[config.mk]
export PLATFORM = sky130hd
export DESIGN_NAME = bullet_pool
export DESIGN_NICKNAME = d
export VERILOG_FILES = /design/src/rtl/bullet_pkg.sv /design/src/rtl/bullet_pool_box_painter.sv /design/src/rtl/bullet_pool.sv
export SDC_FILE = /design/constraint.sdc
export NUM_CORES = 1
export LEC_CHECK = 0
export BUFFER_PORTS_ARGS = -buffer_cell sky130_fd_sc_hd__buf_2
export CAP_MARGIN = 20
export CORE_ASPECT_RATIO = 1.5
export CORE_MARGIN = 1
export CORE_UTILIZATION = 40
export CTS_CLUSTER_DIAMETER = 100
export CTS_CLUSTER_SIZE = 16
export DETAILED_ROUTE_END_ITERATION = 10
export HOLD_SLACK_MARGIN = 0.1
export PLACE_DENSITY = 0.63
export SLEW_MARGIN = 20
export SYNTH_ARGS = -nofsm -noshare
export SYNTH_HDL_FRONTEND = slang
export SYNTH_SLANG_ARGS = --single-unit
[constraint.sdc]
create_clock -name clk -period 8.13 [get_ports clk]
set_input_delay 0.4065 -clock clk [delete_from_list [all_inputs] [get_ports clk]]
set_output_delay 0.4065 -clock clk [all_outputs]
set_load 0.01 [all_outputs]
[src/rtl/bullet_pkg.sv]
// Shared constants and FSM state type for the bullet pool.
// CLEAR_TGT exists only when BULLET_TARGET_HIT_EN is defined.
package bullet_pkg;
    localparam logic [2:0] RED         = 3'b100;
    localparam logic [2:0] WHITE       = 3'b111;
    localparam int         SCREEN_W    = 160;
    localparam int         SCREEN_H    = 120;
    localparam int         TARGET_SIZE = 16;

    typedef enum logic [2:0] {
        IDLE,
        SPAWN,
        SCAN,
        ERASE,
        DRAW,
        DONE
`ifdef BULLET_TARGET_HIT_EN
        , CLEAR_TGT
`endif
    } state_t;
endpackage

[src/rtl/bullet_pool_box_painter.sv]
// Walks a width x height box in raster order (x fastest), one pixel per cycle.
// Coordinates hold their last value while idle; a start on the done cycle chains boxes gaplessly.
module box_painter (
    input  logic       clk,
    input  logic       reset,
    input  logic       start,
    input  logic [7:0] start_x,
    input  logic [6:0] start_y,
    input  logic [4:0] width,
    input  logic [4:0] height,
    input  logic [2:0] start_colour,
    output logic       plot,
    output logic [7:0] px,
    output logic [6:0] py,
    output logic [2:0] colour,
    output logic       done
);
    logic       run_q, run_d;
    logic [7:0] ox_q, ox_d;
    logic [6:0] oy_q, oy_d;
    logic [4:0] w_q, w_d, h_q, h_d, cx_q, cx_d, cy_q, cy_d;
    logic [2:0] col_q, col_d;
    logic       last;

    assign last   = run_q && (cx_q == w_q - 5'd1) && (cy_q == h_q - 5'd1);
    assign done   = last;
    assign plot   = run_q;
    assign px     = ox_q + {3'b000, cx_q};
    assign py     = oy_q + {2'b00, cy_q};
    assign colour = col_q;

    always_comb begin
        run_d = run_q;
        ox_d  = ox_q;
        oy_d  = oy_q;
        w_d   = w_q;
        h_d   = h_q;
        cx_d  = cx_q;
        cy_d  = cy_q;
        col_d = col_q;
        if (run_q && !last) begin
            if (cx_q == w_q - 5'd1) begin
                cx_d = 5'd0;
                cy_d = cy_q + 5'd1;
            end else begin
                cx_d = cx_q + 5'd1;
            end
        end
        if (last) run_d = 1'b0;
        if (start) begin
            run_d = 1'b1;
            ox_d  = start_x;
            oy_d  = start_y;
            w_d   = width;
            h_d   = height;
            col_d = start_colour;
            cx_d  = 5'd0;
            cy_d  = 5'd0;
        end
    end

    always_ff @(posedge clk) begin
        if (reset) begin
            run_q <= 1'b0;
            ox_q  <= '0;
            oy_q  <= '0;
            w_q   <= '0;
            h_q   <= '0;
            cx_q  <= '0;
            cy_q  <= '0;
            col_q <= '0;
        end else begin
            run_q <= run_d;
            ox_q  <= ox_d;
            oy_q  <= oy_d;
            w_q   <= w_d;
            h_q   <= h_d;
            cx_q  <= cx_d;
            cy_q  <= cy_d;
            col_q <= col_d;
        end
    end
endmodule

[src/rtl/bullet_pool.sv]
// Bullet pool: spawns, advances and retires bullet boxes, painting them through box_painter.
// Define BULLET_TARGET_HIT_EN to clear the target box and pulse hit on a row-matched retire.
module bullet_pool
    import bullet_pkg::*;
#(
    parameter int NUM_BULLETS = 4,
    parameter int BULLET_SIZE = 4,
    parameter int X_LIMIT     = 144,
    parameter int STEP        = 1
) (
    input  logic                   clk,
    input  logic                   reset,
    input  logic                   fire,
    input  logic [7:0]             fire_x,
    input  logic [6:0]             fire_y,
    input  logic                   tick,
    input  logic [6:0]             target_y,
    output logic                   plot,
    output logic [7:0]             vga_x,
    output logic [6:0]             vga_y,
    output logic [2:0]             colour,
    output logic                   busy,
    output logic                   fire_drop,
    output logic                   hit,
    output logic [NUM_BULLETS-1:0] active
);
    state_t                 state_q, state_d;
    logic                   fire_pend_q, fire_pend_d, tick_pend_q, tick_pend_d;
    logic                   sweep_q, sweep_d;
    logic [7:0]             fx_q, fx_d;
    logic [6:0]             fy_q, fy_d;
    logic [3:0]             idx_q, idx_d;
    logic [NUM_BULLETS-1:0] active_q, active_d;
    logic [7:0]             slot_x_q [NUM_BULLETS];
    logic [7:0]             slot_x_d [NUM_BULLETS];
    logic [6:0]             slot_y_q [NUM_BULLETS];
    logic [6:0]             slot_y_d [NUM_BULLETS];

    logic       p_start, p_done;
    logic [7:0] p_x;
    logic [6:0] p_y;
    logic [4:0] p_w, p_h;
    logic [2:0] p_col;
    logic       wr_en;
    logic [3:0] wr_idx;
    logic [7:0] wr_x;
    logic [6:0] wr_y;
    logic       free_found, cur_active, x_bad, y_bad, fits;
    logic [3:0] free_idx;
    logic [7:0] cur_x;
    logic [6:0] cur_y;
    logic [8:0] nx;

`ifdef BULLET_TARGET_HIT_EN
    logic hit_q, hit_d;
    assign hit = hit_q;
`else
    logic unused_target;
    assign unused_target = ^target_y;
    assign hit           = 1'b0;
`endif

    assign busy      = (state_q != IDLE);
    assign active    = active_q;
    assign fire_drop = (state_q == SPAWN) && (!free_found || x_bad || y_bad);
    assign x_bad     = ({1'b0, fx_q} + 9'(BULLET_SIZE)) > 9'(X_LIMIT);
    assign y_bad     = fy_q > 7'(SCREEN_H - BULLET_SIZE);
    // nx is 9 bits so a step past column 255 still counts as off the limit.
    assign nx        = {1'b0, cur_x} + 9'(STEP);
    assign fits      = (nx + 9'(BULLET_SIZE)) <= 9'(X_LIMIT);

    always_comb begin
        cur_active = 1'b0;
        cur_x      = '0;
        cur_y      = '0;
        free_found = 1'b0;
        free_idx   = '0;
        for (int i = 0; i < NUM_BULLETS; i++) begin
            if (idx_q == 4'(i)) begin
                cur_active = active_q[i];
                cur_x      = slot_x_q[i];
                cur_y      = slot_y_q[i];
            end
        end
        for (int i = NUM_BULLETS - 1; i >= 0; i--) begin
            if (!active_q[i]) begin
                free_found = 1'b1;
                free_idx   = 4'(i);
            end
        end
    end

    always_comb begin
        state_d     = state_q;
        fire_pend_d = fire_pend_q | fire;
        tick_pend_d = tick_pend_q | tick;
        sweep_d     = sweep_q;
        fx_d        = fx_q;
        fy_d        = fy_q;
        idx_d       = idx_q;
        active_d    = active_q;
        p_start     = 1'b0;
        p_x         = cur_x;
        p_y         = cur_y;
        p_w         = 5'(BULLET_SIZE);
        p_h         = 5'(BULLET_SIZE);
        p_col       = WHITE;
        wr_en       = 1'b0;
        wr_idx      = idx_q;
        wr_x        = cur_x;
        wr_y        = cur_y;
`ifdef BULLET_TARGET_HIT_EN
        hit_d       = 1'b0;
`endif
        if (fire && (!fire_pend_q || state_q == SPAWN)) begin
            fx_d = fire_x;
            fy_d = fire_y;
        end
        case (state_q)
            IDLE: begin
                if (fire_pend_q) begin
                    state_d = SPAWN;
                end else if (tick_pend_q) begin
                    state_d     = SCAN;
                    tick_pend_d = tick;
                    sweep_d     = 1'b1;
                    idx_d       = '0;
                end
            end
            SPAWN: begin
                fire_pend_d = fire;
                if (fire_drop) begin
                    state_d = DONE;
                end else begin
                    state_d = DRAW;
                    sweep_d = 1'b0;
                    wr_en   = 1'b1;
                    wr_idx  = free_idx;
                    wr_x    = fx_q;
                    wr_y    = fy_q;
                    for (int i = 0; i < NUM_BULLETS; i++)
                        if (free_idx == 4'(i)) active_d[i] = 1'b1;
                    p_start = 1'b1;
                    p_x     = fx_q;
                    p_y     = fy_q;
                    p_col   = RED;
                end
            end
            SCAN: begin
                if (idx_q == 4'(NUM_BULLETS)) begin
                    state_d = DONE;
                end else if (cur_active) begin
                    state_d = ERASE;
                    p_start = 1'b1;
                end else begin
                    idx_d = idx_q + 4'd1;
                end
            end
            ERASE: begin
                if (p_done) begin
                    if (fits) begin
                        state_d = DRAW;
                        wr_en   = 1'b1;
                        wr_x    = nx[7:0];
                        p_start = 1'b1;
                        p_x     = nx[7:0];
                        p_col   = RED;
                    end else begin
                        for (int i = 0; i < NUM_BULLETS; i++)
                            if (idx_q == 4'(i)) active_d[i] = 1'b0;
                        state_d = SCAN;
                        idx_d   = idx_q + 4'd1;
`ifdef BULLET_TARGET_HIT_EN
                        if (cur_y == target_y) begin
                            state_d = CLEAR_TGT;
                            idx_d   = idx_q;
                            p_start = 1'b1;
                            p_x     = 8'(X_LIMIT);
                            p_w     = 5'(TARGET_SIZE);
                            p_h     = 5'(TARGET_SIZE);
                        end
`endif
                    end
                end
            end
            DRAW: begin
                if (p_done) begin
                    if (sweep_q) begin
                        state_d = SCAN;
                        idx_d   = idx_q + 4'd1;
                    end else begin
                        state_d = DONE;
                    end
                end
            end
`ifdef BULLET_TARGET_HIT_EN
            CLEAR_TGT: begin
                if (p_done) begin
                    hit_d   = 1'b1;
                    state_d = SCAN;
                    idx_d   = idx_q + 4'd1;
                end
            end
`endif
            DONE:    state_d = IDLE;
            default: state_d = IDLE;
        endcase
    end

    always_comb begin
        slot_x_d = slot_x_q;
        slot_y_d = slot_y_q;
        for (int i = 0; i < NUM_BULLETS; i++) begin
            if (wr_en && wr_idx == 4'(i)) begin
                slot_x_d[i] = wr_x;
                slot_y_d[i] = wr_y;
            end
        end
    end

    always_ff @(posedge clk) begin
        if (reset) begin
            state_q     <= IDLE;
            fire_pend_q <= 1'b0;
            tick_pend_q <= 1'b0;
            sweep_q     <= 1'b0;
            fx_q        <= '0;
            fy_q        <= '0;
            idx_q       <= '0;
            active_q    <= '0;
            for (int i = 0; i < NUM_BULLETS; i++) begin
                slot_x_q[i] <= '0;
                slot_y_q[i] <= '0;
            end
`ifdef BULLET_TARGET_HIT_EN
            hit_q       <= 1'b0;
`endif
        end else begin
            state_q     <= state_d;
            fire_pend_q <= fire_pend_d;
            tick_pend_q <= tick_pend_d;
            sweep_q     <= sweep_d;
            fx_q        <= fx_d;
            fy_q        <= fy_d;
            idx_q       <= idx_d;
            active_q    <= active_d;
            slot_x_q    <= slot_x_d;
            slot_y_q    <= slot_y_d;
`ifdef BULLET_TARGET_HIT_EN
            hit_q       <= hit_d;
`endif
        end
    end

    box_painter u_painter (
        .clk          (clk),
        .reset        (reset),
        .start        (p_start),
        .start_x      (p_x),
        .start_y      (p_y),
        .width        (p_w),
        .height       (p_h),
        .start_colour (p_col),
        .plot         (plot),
        .px           (vga_x),
        .py           (vga_y),
        .colour       (colour),
        .done         (p_done)
    );
endmodule
**Yosys cells after proc, flatten, opt, wreduce, memory -nomap -nowiden**

Cells that the tools add are included.

- Bits in registers: 119
- Latch bits: 0
- Bits in writable memories: 0
- Bits in read-only memories: 0
- Input bits: 26
- Output and inout bits: 26
- Logic and storage cells: 189
- Memories: 0

- Add/sub/neg operators: 9
- Multiply operators: 0
- Div/mod/pow operators: 0
- Magnitude comparators: 3
- Eq/ne operators: 35
- Shifts and indexed selects: 0
- Mux-type cells: 81
- Bitwise logic cells: 2
- Reductions and logical operators: 33

Operators with widths:

| operator | number |
|---|---|
| 4-bit two-way mux | 16 |
| 8-bit two-way mux | 7 |
| 7-bit two-way mux | 6 |
| 1-bit two-way mux | 31 |
| 4-bit by 2-bit == test with 1-bit output (second input constant) | 6 |
| 3-bit two-way mux | 8 |
| 6-bit AND reduction | 4 |
| 2-bit inequality test (second input constant) | 11 |
| 4-bit case mux with 4 select lines | 1 |
| 8-bit case mux with 2 select lines | 1 |
| 3-bit case mux with 5 select lines | 1 |
| 4-bit by 1-bit == test with 1-bit output (second input constant) | 3 |
| 4-bit zero test | 3 |
| 2-bit by 1-bit inequality test with 1-bit output (second input constant) | 6 |
| 5-bit by 1-bit adder with 5-bit output (second input constant) | 2 |
| 5-bit == test | 2 |
| 8-bit by 1-bit adder with 9-bit output (second input constant) | 1 |
| 8-bit by 3-bit adder with 9-bit output (second input constant) | 1 |
| 9-bit by 3-bit adder with 9-bit output (second input constant) | 1 |
| 9-bit by 8-bit greater-than comparator with 1-bit output (second input constant) | 1 |
| 9-bit by 8-bit <= comparator with 1-bit output (second input constant) | 1 |
| 1-bit logical AND | 9 |
| 9-bit AND reduction | 1 |
| 8-bit by 5-bit adder with 8-bit output | 1 |
| 25 further kinds | 39 |

**Logic depth before layout (Yosys ltp)**

Gate-level depths: netlist (run 1).

- Depth after elaboration: 12
- Gate-level depth with buffers: 18
- Gate-level depth less buffers: 15

**Cells and area by module**

From an unflattened synthesis (run 1), not the netlist that was laid out.

- Cells, all modules: 862
- Area, all modules: 7253.2 µm²

By module, submodules not included:

| module | instances | cells an instance | area each (µm²) | seq. area each (µm²) |
|---|---|---|---|---|
| bullet_pool | 1 | 604 | 4969.8 | 1781.7 |
| box_painter | 1 | 258 | 2283.4 | 780.7 |

**Least setup slack after synthesis (run 1)**

OpenSTA, ideal clock, no wires.

- Path type: reg2reg
- From: register idx_q[0]
- To: register u_painter.oy_q[1]
- Setup time: 0.074 ns
- Arrival time: 3.974 ns
- Required time: 8.056 ns
- Slack: 4.082 ns
- Cell stages (with the launch flop): 17
- Path buffers: 2
- Clock period less this slack: 4.048 ns
- Cell sequence: dfxtp_1 inv_1 ha_1 buf_2 nor2b_1 a221o_1 a32oi_2 inv_1 ha_1 or4_1 o211a_2 a311oi_4 nor4_2 and2_4 or4_4 buf_6 o22ai_2

- Longest elaborated chain between the ends: 11
- Elaborated cells between the ends (all ways): 27
- Classes of those cells: add/sub: 2; order compare: 1; eq/ne: 4; mux: 19; reduce/logical: 1

RTL lines:

| item | RTL line | source |
|---|---|---|
| start: declaration | bullet_pool.sv:32 | `logic [3:0] idx_q, idx_d;` |
| start signal: assignment | bullet_pool.sv:245 | `idx_q <= idx_d;` |
| 4-bit zero test | bullet_pool.sv:79 | `if (idx_q == 4'(i)) begin` |
| 8-bit two-way mux (4 in series) | bullet_pool.sv:79 |  |
| 8-bit by 1-bit adder with 9-bit output | bullet_pool.sv:69 | `assign nx = {1'b0, cur_x} + 9'(STEP);` |
| 9-bit by 3-bit adder with 9-bit output | bullet_pool.sv:70 | `assign fits = (nx + 9'(BULLET_SIZE)) <= 9'(X_LIMIT);` |
| 9-bit by 8-bit <= comparator with 1-bit output | bullet_pool.sv:70 |  |
| 1-bit two-way mux | bullet_pool.sv:161 | `if (fits) begin` |
| 1-bit two-way mux | bullet_pool.sv:160 | `if (p_done) begin` |
| 1-bit case mux with 3 select lines | bullet_pool.sv:119 | `case (state_q)` |
| end signal: assignment | bullet_pool_box_painter.sv:75 | `oy_q <= oy_d;` |
| end: declaration | bullet_pool_box_painter.sv:20 | `logic [6:0] oy_q, oy_d;` |

Several ways; a longest one is shown, not always the timed one.
A chain may end at the register's enable or synchronous reset.

**Worst setup path in the final report (run 1)**

- From: register idx_q[0]
- To: register slot_x_q[29] (netlist bit)

- Longest elaborated chain between the ends: 12
- Elaborated cells between the ends (all ways): 22
- Classes of those cells: add/sub: 2; order compare: 1; eq/ne: 3; mux: 13; reduce/logical: 3

RTL lines:

| item | RTL line | source |
|---|---|---|
| 4-bit zero test | bullet_pool.sv:79 |  |
| 8-bit two-way mux (4 in series) | bullet_pool.sv:79 |  |
| 8-bit by 1-bit adder with 9-bit output | bullet_pool.sv:69 |  |
| 9-bit by 3-bit adder with 9-bit output | bullet_pool.sv:70 |  |
| 9-bit by 8-bit <= comparator with 1-bit output | bullet_pool.sv:70 |  |
| 1-bit two-way mux | bullet_pool.sv:161 |  |
| 1-bit two-way mux | bullet_pool.sv:160 |  |
| 1-bit case mux with 2 select lines | bullet_pool.sv:119 |  |
| 1-bit logical AND | bullet_pool.sv:214 | `if (wr_en && wr_idx == 4'(i)) begin` |
| end signal: assignment | bullet_pool.sv:247 | `slot_x_q <= slot_x_d;` |
| end: declaration | bullet_pool.sv:34 | `logic [7:0] slot_x_q [NUM_BULLETS];` |

Several ways; a longest one is shown, not always the timed one.

==> results.txt, run 1 <==
----------------------------------------------------
[Logic synthesis]
  Post-synth net total ... 819
  Unique cell type count in the Yosys netlist ... 80
  Total number of yosys warnings ... 0
  Synthesized instance count ... 773
  Cell types with the largest area share after synthesis ... sky130_fd_sc_hd__dfxtp_1 36%, sky130_fd_sc_hd__nand2_1 4.7%, sky130_fd_sc_hd__nor2_1 4.5%
  Ys async rst share ... 0%
  Seq cells post-synth ... 117
  Number of enable-type register cells in the synthesized netlist ... 0
  Sequential-to-total area share from yosys stat ... 36.4%
  Mapped Avg Cell Area ... 8.33 sq um
  Post-synthesis instance area ... 0.00644 sq mm
  Cell type with the highest aggregate area in the netlist ... sky130_fd_sc_hd__dfxtp_1
  Share of the synthesized area in the top cell type ... 36.4%
  Flip-flop cell with the highest count after synthesis ... sky130_fd_sc_hd__dfxtp_1

[Timing]
  Worst slew pin tran ... 1210 ps
  Count of final hold-check violations ... 0
  Worst relative slew slack ... 19.1%
  Count of endpoints failing setup in the final report ... 0
  Layout Skew ... 9.68 ps
  Slew Limit Fails ... 0
  Unrepaired setup endpoints after global routing ... false
  TNS Setup ... 0 ps
  Fin crit period ... 5390 ps
  Fin crit share ... 66.3%
  FMAX ... 0.186 GHz

[Floorplan]
  Floorplan core area ... 0.0157 sq mm
  Effective utilization at floorplan ... 41.0%
  Top Ports ... 52
  Width of the chip ... 106 um
  Vertical die dimension ... 157 um
  Row count ... 56
  Area enclosed by the die boundary ... 0.0166 sq mm

[CTS]
  Maximum buffer depth of the clock tree ... 2
  Clock-pin slew of the registers on the worst-case setup and hold paths ... 60 ps
  Number of buffers created by CTS ... 17
  Number of resized instances in the post-cts repair step ... 0
  Buffers inserted during post-CTS setup optimization ... 0
  Clock tree from TritonCTS ... done
  Number of sinks on the clock net ... 117
  Post-cts hold buffer count ... 0
  Cell at the root of the clock tree ... sky130_fd_sc_hd__clkbuf_16
  CTS HTree Levels ... 4
  Clk Latency, worst-skew pair ... 420 ps

[Power and ir drop]
  Leakage component of the power ... 2.71 nW
  Worst ir drop on vdd ... 0.000151 V
  Power per cell area ... 302 mW/mm^2

[Placement]
  Post-detail-place hpwl ... 12.3 mm
  Post-placement cell count ... 971
  Routability congestion estimate from global placement ... 0.850
  Total of buffers placed on input and output ports ... 43

[Detailed routing]
  # DRC ... 0
  DRC violation total after the first TritonRoute iteration ... 463
  Total detailed-routing wirelength ... 17.8 mm
  Vias per inst ... 5.82
  Drt pass-1 iters ... 5
  Wire length per cell ... 17.8 um
  Residual antenna-violating net count after detailed routing ... 0
  Total via count in the routed design ... 5824

[Critical path]
  Worst Setup Path Type ... flop to flop
  Critical path required time ... 8390 ps
  R2R Setup Slk ... 2740 ps
  Peak fanout along the critical path ... 18
  Startpoint of the worst register-to-register path ... idx_q[0]
  Arrival time at the worst endpoint ... 5640 ps
  Startpoint types ... flop
  Capturing element type of the critical path ... flop
  Worst flop-to-flop path endpoint ... slot_x_q[29]
  Cells on worst reg2reg path ... 15

[GRT]
  Number of global-route vias before repair ... 5386
  Pin count of the biggest net entering global routing ... 101
  Total track usage ... 22.2%
  Grt total ovfl ... 0
  First-pass GRT wire length ... 28.5 mm
  Antenna violations before repair ... 0

[Finish]
  Area Overhead vs Synth ... 13.9%
  Antenna Diode Count ... 0
  Final Util ... 46.7%
  Non-filler instance count after layout ... 1001
  Layout fillers ... 1581
  Total area of multi-input combinational cells ... 0.00377 sq mm
  Share of layout cells above drive strength 1 ... 14.5%
  Final #Nets ... 833
  Flip-flop and latch area ... 0.00234 sq mm

[Outcome]
  Status ... complete, no violations

[Hold path]
  Path type of the worst min-delay path ... primary input to flop
  Start point of the worst min-delay path ... reset
  Terminating pin of the worst hold path ... u_painter.plot
  Depth of the worst hold-timing path ... 2

[Flow run]
  Max-cap violation count ... 0

----------------------------------------------------
per-stage QoR:
step | hold slack, ps | area (sq um) | power [mW] | worst slack (ps)
finish | 200 | 7340 | 2.22 | 2740
global route | 211 | 7340 | 2.32 | 2490
CTS | 203 | 7320 | 2.22 | 2880
detailed placement | 451 | 6700 | 1.42 | 2960
global placement | 445 | 6700 | 1.41 | 3010
floorplan | 436 | 6440 | 1.22 | 4080
power breakdown:
group	switching (mW)	leakage (nW)	internal (mW)
combinational	0.462	1.46	0.243
clock	0.273	0.305	0.532
sequential	0.0756	0.947	0.631
cell usage after synthesis, drive strengths merged, types with 9 or more instances:
master and number:
o21ai 54, nand2 80, inv 27, ha 18
a21oi 57, nor3 11, o22ai 9, o311ai 10
nand3 16, o2bb2ai 15, xnor2 12, or2 10
dfxtp 117, nand3b 33, clkbuf 37, buf 15
a211oi 36, nor2 79
flip-flops by register name, summed over array words and instances (netlist names):
register and count:
slot_x_q 32, slot_y_q 28, fx_q 8, u_painter.ox_q 8, fy_q 7, u_painter.oy_q 7, u_painter.cx_q 5, u_painter.cy_q 5
active 4, idx_q 4, state_q 3, u_painter.colour 2, fire_pend_q 1, sweep_q 1, tick_pend_q 1, u_painter.plot 1
cell type report:
type                       instances  area share [%]
multi-input combinational        577            51.4
sequential                       117            31.9
clock buffer                      21            6.41
tap                              203            3.46
timing repair buffer              47            3.34
clock inverter                     9            2.06
inverter                          27            1.38
worst max-delay path by stage:
stage	to	from	slack (ps)	cells past startpoint
floorplan	u_painter.oy_q[1]	idx_q[0]	4080	16
global placement	slot_x_q[21]	idx_q[1]	3010	11
detailed placement	slot_x_q[5]	idx_q[1]	2960	14
CTS	slot_x_q[29]	idx_q[1]	2880	14
global route	slot_x_q[13]	idx_q[2]	2490	13
finish	slot_x_q[29]	idx_q[0]	2740	15
logic make-up after synthesis:
family / Yosys count / synth area share [%]
AND/OR/NAND/NOR: 280 / 22.6
buffers and inverters: 79 / 5.28
other: 1 / 0.0582
AO/OA/AOI/OAI: 254 / 28.6
flip-flops: 117 / 36.4
multiplexers: 2 / 0.311
adder cells (fa/ha/maj): 20 / 4.12
XOR/XNOR: 20 / 2.72
cell usage in the layout (no fill, tap or decap), types with 4 or more instances in the layout:
cell	netlist	layout
sky130_fd_sc_hd__xnor2_1	12	12
sky130_fd_sc_hd__nor2_1	77	77
sky130_fd_sc_hd__buf_2	8	43
sky130_fd_sc_hd__nand3_1	16	16
sky130_fd_sc_hd__o2bb2ai_1	14	14
sky130_fd_sc_hd__nand4_1	6	6
sky130_fd_sc_hd__o311ai_0	9	9
sky130_fd_sc_hd__o211a_1	4	4
sky130_fd_sc_hd__and3_1	5	5
sky130_fd_sc_hd__o21a_1	7	7
sky130_fd_sc_hd__nand3b_1	33	33
sky130_fd_sc_hd__nand2_1	80	80
sky130_fd_sc_hd__nor3_1	11	11
sky130_fd_sc_hd__a222oi_1	7	7
sky130_fd_sc_hd__nor4_1	4	4
sky130_fd_sc_hd__inv_1	25	25
sky130_fd_sc_hd__or2_2	9	9
sky130_fd_sc_hd__and2_1	6	6
sky130_fd_sc_hd__xor2_1	8	8
sky130_fd_sc_hd__buf_4	5	4
sky130_fd_sc_hd__a211oi_1	36	36
sky130_fd_sc_hd__o211ai_1	4	4
sky130_fd_sc_hd__ha_1	18	18
sky130_fd_sc_hd__o21ai_0	40	40
sky130_fd_sc_hd__a31oi_1	5	5
sky130_fd_sc_hd__dfxtp_1	117	117
sky130_fd_sc_hd__clkbuf_16	0	17
sky130_fd_sc_hd__a21oi_1	55	55
sky130_fd_sc_hd__bufinv_16	0	4
sky130_fd_sc_hd__a32oi_1	4	4
sky130_fd_sc_hd__a21o_1	5	5
sky130_fd_sc_hd__nand2b_1	8	8
sky130_fd_sc_hd__o22ai_1	7	7
sky130_fd_sc_hd__nor2b_1	6	6
sky130_fd_sc_hd__o21ai_1	13	11
worst max-delay path, cell delays in order (launching register included):
cell                       delay, ps
sky130_fd_sc_hd__dfxtp_1         440
sky130_fd_sc_hd__inv_1           100
sky130_fd_sc_hd__ha_1            500
sky130_fd_sc_hd__inv_2           310
sky130_fd_sc_hd__o211a_1         200
sky130_fd_sc_hd__a32oi_2         130
sky130_fd_sc_hd__inv_1           190
sky130_fd_sc_hd__ha_1            230
sky130_fd_sc_hd__inv_1            80
sky130_fd_sc_hd__nor3_1          590
sky130_fd_sc_hd__a31o_4          310
sky130_fd_sc_hd__a311oi_4        160
sky130_fd_sc_hd__nor4_2          650
sky130_fd_sc_hd__a311oi_1        200
sky130_fd_sc_hd__a211oi_1        970
sky130_fd_sc_hd__a211oi_1        170
layer usage:
metal | wire (um) | vias up | part of all wire (%) | GRT usage (%)
met1 | 7270 | 2734 | 41 | 25.3
met3 | 667 | 45 | 3.7 | 3.60
met5 | 0 | - | 0 | 0
met2 | 9000 | 172 | 51 | 39.0
met4 | 865 | 0 | 4.9 | 13.2
li1 | - | 2873 | - | -
(Power assumes the default switching activity.)
==> run 2, diff against run 1 <==
--- a/config.mk
+++ b/config.mk
@@ -14,7 +14,7 @@
 export CTS_CLUSTER_SIZE = 16
 export DETAILED_ROUTE_END_ITERATION = 10
 export HOLD_SLACK_MARGIN = 0.1
-export PLACE_DENSITY = 0.63
+export PLACE_DENSITY = 0.65
 export SLEW_MARGIN = 20
 export SYNTH_ARGS = -nofsm -noshare
 export SYNTH_HDL_FRONTEND = slang
==> constraint.sdc (replaced) <==
create_clock -name clk -period 4.89 [get_ports clk]
set_input_delay 0.2445 -clock clk [delete_from_list [all_inputs] [get_ports clk]]
set_output_delay 0.2445 -clock clk [all_outputs]
set_load 0.01 [all_outputs]
==> run 2 against run 1 <==
Against the previous run:
- critical path depth decreased by 2
- wire length decreased by 0.25%
- critical endpoint is now u_painter.cx_q[4]
- count of clock-buffer cells in the layout unchanged
- worst hold slack improved by 240 ps
- largest cell class unchanged
==> results.txt, run 2 (synthesis results as in run 1) <==
----------------------------------------------------
[Outcome]
  Status ... complete, no violations

[Floorplan]
  Area enclosed by the die boundary ... 0.0166 sq mm
  Width of the chip ... 106 um
  Vertical die dimension ... 157 um
  Floorplan core area ... 0.0157 sq mm
  Row count ... 56
  Effective utilization at floorplan ... 41.0%
  Top Ports ... 52

[Power and ir drop]
  Power per cell area ... 491 mW/mm^2
  Overall power of the completed layout ... 3.77 mW
  Clock share of power ... 35.7%
  Power dissipated by switching net loads ... 1.36 mW
  Power share of the sequential group ... 30.8%
  Leakage component of the power ... 2.88 nW
  Worst ir drop on vdd ... 0.000252 V
  Power share of the combinational group ... 33.5%
  Net switching share of the total power ... 36.1%
  Pint ... 2.41 mW

[Critical path]
  Critical-path cell with the highest stage delay ... sky130_fd_sc_hd__or4_4
  Peak fanout along the critical path ... 12
  Cell Chain, Critical Path ... ha_1 > nor2b_1 > a221o_1 > a32oi_1 > inv_2 > ha_1 > or4_1 > o211a_2 > a311oi_4 > nor4_4 > and2_4 > or4_4 > nor3_1
  Startpoint types ... flop
  Most repeated library cell on the critical path ... sky130_fd_sc_hd__ha_1
  Cells on worst reg2reg path ... 13
  Critical path required time ... 5220 ps
  Capturing element type of the critical path ... flop
  Arrival time at the worst endpoint ... 4790 ps
  Slowest stage delay, CP ... 630 ps
  Worst Setup Path Type ... flop to flop

[Finish]
  Non-filler instance count after layout ... 1040
  Antenna Diode Count ... 0
  Leading cell types in the layout, fill and taps excluded ... 117 x sky130_fd_sc_hd__dfxtp_1, 80 x sky130_fd_sc_hd__nand2_1, 77 x sky130_fd_sc_hd__nor2_1
  Area Overhead vs Synth ... 19.2%
  Share of layout cells above drive strength 1 ... 16.2%
  Final std cell area, no fill ... 0.00768 sq mm
  Largest registers ranked by flip-flop count ... slot_x_q x32, slot_y_q x28
  Register containing the most flip-flops in the final layout ... slot_x_q
  Leading cell type in the layout, fill and taps excluded ... sky130_fd_sc_hd__dfxtp_1
  Final #Nets ... 870
  Largest register FFs ... 32

[Detailed routing]
  Total detailed-routing wirelength ... 17.8 mm
  DRC violation total after the first TritonRoute iteration ... 423
  Wire length per cell ... 17.1 um
  Drt pass-1 iters ... 8
  Total via count in the routed design ... 5892
  Residual antenna-violating net count after detailed routing ... 0
  Vias per inst ... 5.67
  # DRC ... 0

[CTS]
  Number of sinks on the clock net ... 117
  Maximum buffer depth of the clock tree ... 2
  Cell at the root of the clock tree ... sky130_fd_sc_hd__clkbuf_16
  CTS HTree Levels ... 4
  Number of buffers created by CTS ... 17
  Clock tree from TritonCTS ... done
  Clk Latency, worst-skew pair ... 410 ps
  Clock-pin slew of the registers on the worst-case setup and hold paths ... 60 ps

[Flow run]
  Max-cap violation count ... 0

[Timing]
  TNS Setup ... 0 ps
  FMAX ... 0.224 GHz
  Worst-case hold slack ... 437 ps
  Unrepaired setup endpoints after global routing ... false
  Fin crit period ... 4460 ps
  Slew Limit Fails ... 0
  Count of endpoints failing setup in the final report ... 0
  Worst slew pin tran ... 847 ps
  Layout Skew ... 6.69 ps
  Worst relative slew slack ... 43.5%
  Fin crit share ... 91.2%
  Count of final hold-check violations ... 0

[GRT]
  Grt total ovfl ... 0
  Total track usage ... 21.9%
  Pin count of the biggest net entering global routing ... 61
  Antenna violations before repair ... 0
  First-pass GRT wire length ... 28.2 mm
  Number of global-route vias before repair ... 5594

[Placement]
  Routability congestion estimate from global placement ... 0.834
  Total of buffers placed on input and output ports ... 43
  Post-placement cell count ... 991
  Post-Place Cell Area ... 0.00685 sq mm
  Post-detail-place hpwl ... 12.5 mm

[Hold path]
  Depth of the worst hold-timing path ... 2
  Path type of the worst min-delay path ... primary input to flop

----------------------------------------------------
run 2: power by group through the flow:
stage | sequential, mW | clock (mW) | combinational, mW
floorplan | 1.14 | 0 | 0.884
global placement | 1.18 | 0 | 1.23
detailed placement | 1.18 | 0 | 1.24
CTS | 1.16 | 1.36 | 1.26
global route | 1.18 | 1.40 | 1.37
finish | 1.16 | 1.35 | 1.26
run 2: metrics by stage:
step | utilization (%) | setup slack [ps]
after floorplan | - | 842
after global placement | 43.6 | 499
after detailed placement | 43.6 | 432
after CTS | 48.8 | 409
after global routing | 48.9 | 192
final | 48.9 | 430
run 2: worst max-delay path, delay by kind of cell (launching register included):
kind / cells / cell delay (ps)
flops: 1 / 440
buf+inv: 1 / 130
compound gates: 4 / 1290
fa+ha+maj: 2 / 730
simple gates: 6 / 1770
run 2: layout make-up:
type                            count  area, sq um
Sequential cell                   117         2340
Clock buffer                       21          470
Tap cell                          203          254
Inverter                           27          101
Clock inverter                     11          173
Fill cell                        1522         8020
Multi-Input combinational cell    577         3770
Timing Repair Buffer               84          566
run 2: worst paths after layout:
| check | start | endpoint | slack, ps |
|---|---|---|---|
| max | idx_q[0] | u_painter.cx_q[4] | 430 |
| min | reset | tick_pend_q | 440 |
| max reg2reg | idx_q[0] | u_painter.cx_q[4] | 430 |
| min reg2reg | slot_x_q[1] | slot_x_q[1] | 460 |
run 2: repair_timing:
| item | CTS | global route |
|---|---|---|
| endpoints found under the hold margin | 17 | 0 |
| setup buffers | 0 | 0 |
| endpoints found under the setup margin | 0 | 12 |
| gates resized for setup | 0 | 2 |
| hold buffers | 17 | 0 |
run 2: routing by layer:
layer,vias up,track usage (%),routed length (um)
met3,43,3.44,659
li1,2949,-,-
met4,0,13.1,842
met1,2750,24.0,7090
met2,150,39.5,9170
met5,-,0,0
==> run 3, diff against run 2 <==
--- a/config.mk
+++ b/config.mk
@@ -14,7 +14,7 @@
 export CTS_CLUSTER_SIZE = 16
 export DETAILED_ROUTE_END_ITERATION = 10
 export HOLD_SLACK_MARGIN = 0.1
-export PLACE_DENSITY = 0.65
+export PLACE_DENSITY_LB_ADDON = 0.08
 export SLEW_MARGIN = 20
 export SYNTH_ARGS = -nofsm -noshare
 export SYNTH_HDL_FRONTEND = slang
==> run 3 against run 2 <==
Against the previous run:
- clock skew rose by 5.5 ps
- clock power fell by 6%
- flip-flop and latch count did not move
- count of clock-buffer cells in the layout rose by 1
- highest routed layer unchanged
- first-iteration DRC count fell by 13%
==> results.txt, run 3 (synthesis results as in run 1) <==
----------------------------------------------------
[Outcome]
  Status ... complete, no violations

[Placement]
  Total of buffers placed on input and output ports ... 43
  Post-detail-place hpwl ... 13.7 mm
  Post-placement cell count ... 995
  Routability congestion estimate from global placement ... 0.842

[Timing]
  Worst relative slew slack ... 37.1%
  Count of endpoints failing setup in the final report ... 0
  Fin crit share ... 90.7%
  Unrepaired setup endpoints after global routing ... false
  Worst-case hold slack ... 167 ps
  Fin crit period ... 4440 ps
  FMAX ... 0.225 GHz
  TNS Setup ... 0 ps
  Slew Limit Fails ... 0
  Worst slew pin tran ... 944 ps
  Count of final hold-check violations ... 0
  Layout Skew ... 12.2 ps

[Critical path]
  Critical-path cell with the highest stage delay ... sky130_fd_sc_hd__nor4_2
  Cell Chain, Critical Path ... inv_1 > ha_1 > nor2b_1 > a221o_1 > a32oi_1 > inv_2 > ha_1 > inv_1 > nor3_1 > a31o_4 > a311oi_4 > nor4_2 > a211oi_1 > or2_2 > o2bb2ai_1
  Slowest stage delay, CP ... 640 ps
  Worst Setup Path Type ... flop to flop
  Peak fanout along the critical path ... 15
  Arrival time at the worst endpoint ... 4780 ps
  Critical path required time ... 5230 ps
  Startpoint types ... flop
  Capturing element type of the critical path ... flop

[Floorplan]
  Row count ... 56
  Top Ports ... 52
  Area enclosed by the die boundary ... 0.0166 sq mm
  Vertical die dimension ... 157 um
  Width of the chip ... 106 um
  Floorplan core area ... 0.0157 sq mm
  Effective utilization at floorplan ... 41.0%

[Detailed routing]
  Total via count in the routed design ... 6013
  DRC violation total after the first TritonRoute iteration ... 369
  Wire length per cell ... 18.1 um
  Drt pass-1 iters ... 8
  Residual antenna-violating net count after detailed routing ... 0
  Vias per inst ... 5.77
  Total detailed-routing wirelength ... 18.9 mm
  # DRC ... 0

[GRT]
  Total track usage ... 23.5%
  Antenna violations before repair ... 0
  Number of global-route vias before repair ... 5801
  Pin count of the biggest net entering global routing ... 96
  Grt total ovfl ... 0
  First-pass GRT wire length ... 30.1 mm

[Power and ir drop]
  Leakage component of the power ... 2.88 nW
  Power per cell area ... 483 mW/mm^2
  Worst ir drop on vdd ... 0.000201 V

[Finish]
  Largest register FFs ... 32
  Final Util ... 48.7%
  Largest registers ranked by flip-flop count ... slot_x_q x32, slot_y_q x28
  Layout fillers ... 1609
  Non-filler instance count after layout ... 1043
  Share of layout cells above drive strength 1 ... 16.3%
  Register containing the most flip-flops in the final layout ... slot_x_q
  Total area of multi-input combinational cells ... 0.00376 sq mm
  Area Overhead vs Synth ... 18.8%
  Final #Nets ... 874
  Leading cell type in the layout, fill and taps excluded ... sky130_fd_sc_hd__dfxtp_1
  Flip-flop and latch area ... 0.00234 sq mm
  Antenna Diode Count ... 0
  Leading cell types in the layout, fill and taps excluded ... 117 x sky130_fd_sc_hd__dfxtp_1, 80 x sky130_fd_sc_hd__nand2_1, 77 x sky130_fd_sc_hd__nor2_1

[CTS]
  Clock tree from TritonCTS ... done
  Maximum buffer depth of the clock tree ... 2
  Number of sinks on the clock net ... 117
  Cell at the root of the clock tree ... sky130_fd_sc_hd__clkbuf_16
  CTS HTree Levels ... 4
  Clock-pin slew of the registers on the worst-case setup and hold paths ... 50 ps
  Clk Latency, worst-skew pair ... 420 ps
  Buffers inserted during post-CTS setup optimization ... 0
  Number of buffers created by CTS ... 17

[Flow run]
  Max-cap violation count ... 0

[Hold path]
  Path type of the worst min-delay path ... primary input to flop

----------------------------------------------------
run 3: cell types whose count changed in the layout (fill, tap and decap cells not counted), sizes merged:
cell    delta
clkbuf     +1
inv        -1
bufinv     -1
buf        +4
run 3: routing by layer:
layer | up-vias | track usage, % | routed length [um]
met5 | - | 0 | 0
met4 | 0 | 9.19 | 463
met3 | 31 | 4.22 | 518
met2 | 136 | 42.9 | 10100
met1 | 2893 | 27.1 | 7840
li1 | 2953 | - | -
run 3: worst max-delay path, delay by kind of cell, from the launching register on:
kind / cells / cell delay [ps]
adder cells (fa/ha/maj): 2 / 460
AO/OA/AOI/OAI: 6 / 1190
AND/OR/NAND/NOR: 4 / 1900
buffers and inverters: 3 / 340
flip-flops: 1 / 450
run 3: through the flow:
step | setup slack [ps] | cell area [sq um] | total power, mW
after floorplan | 842 | 6440 | 2.02
after global placement | 627 | 6880 | 2.41
after detailed placement | 565 | 6880 | 2.43
after CTS | 548 | 7650 | 3.72
after global routing | 237 | 7650 | 3.89
final | 453 | 7650 | 3.69
run 3: final timing paths:
| path | startpoint | endpoint | slack [ps] | depth (start not counted) |
|---|---|---|---|---|
| max | idx_q[1] | u_painter.oy_q[4] | 450 | 15 |
| max reg2reg | idx_q[1] | u_painter.oy_q[4] | 450 | 15 |
| min reg2reg | slot_x_q[9] | slot_x_q[9] | 460 | 2 |
| min | reset | slot_x_q[11] | 170 | 2 |
run 3: cell type report:
cell class              instances  share of cell area (%)
clock buffers                  22                    6.20
flip-flops and latches        117                    30.6
multi-input cells             577                    49.1
repair buffers                 88                    7.78
clock inverters                 9                    1.65
well taps                     203                    3.32
inverters                      27                    1.32
run 3: where the power goes:
group          leakage (nW)  internal [mW]  switching (mW)  total [mW]
combinational          1.64          0.466           0.781        1.25
sequential            0.947           1.05           0.129        1.18
clock                 0.296          0.835           0.433        1.27
run 3: repair_timing:
action                                 4_1_cts  5_1_grt
endpoints found under the hold margin       17        0
hold buffers                                17        0
gates resized for setup                      0        0
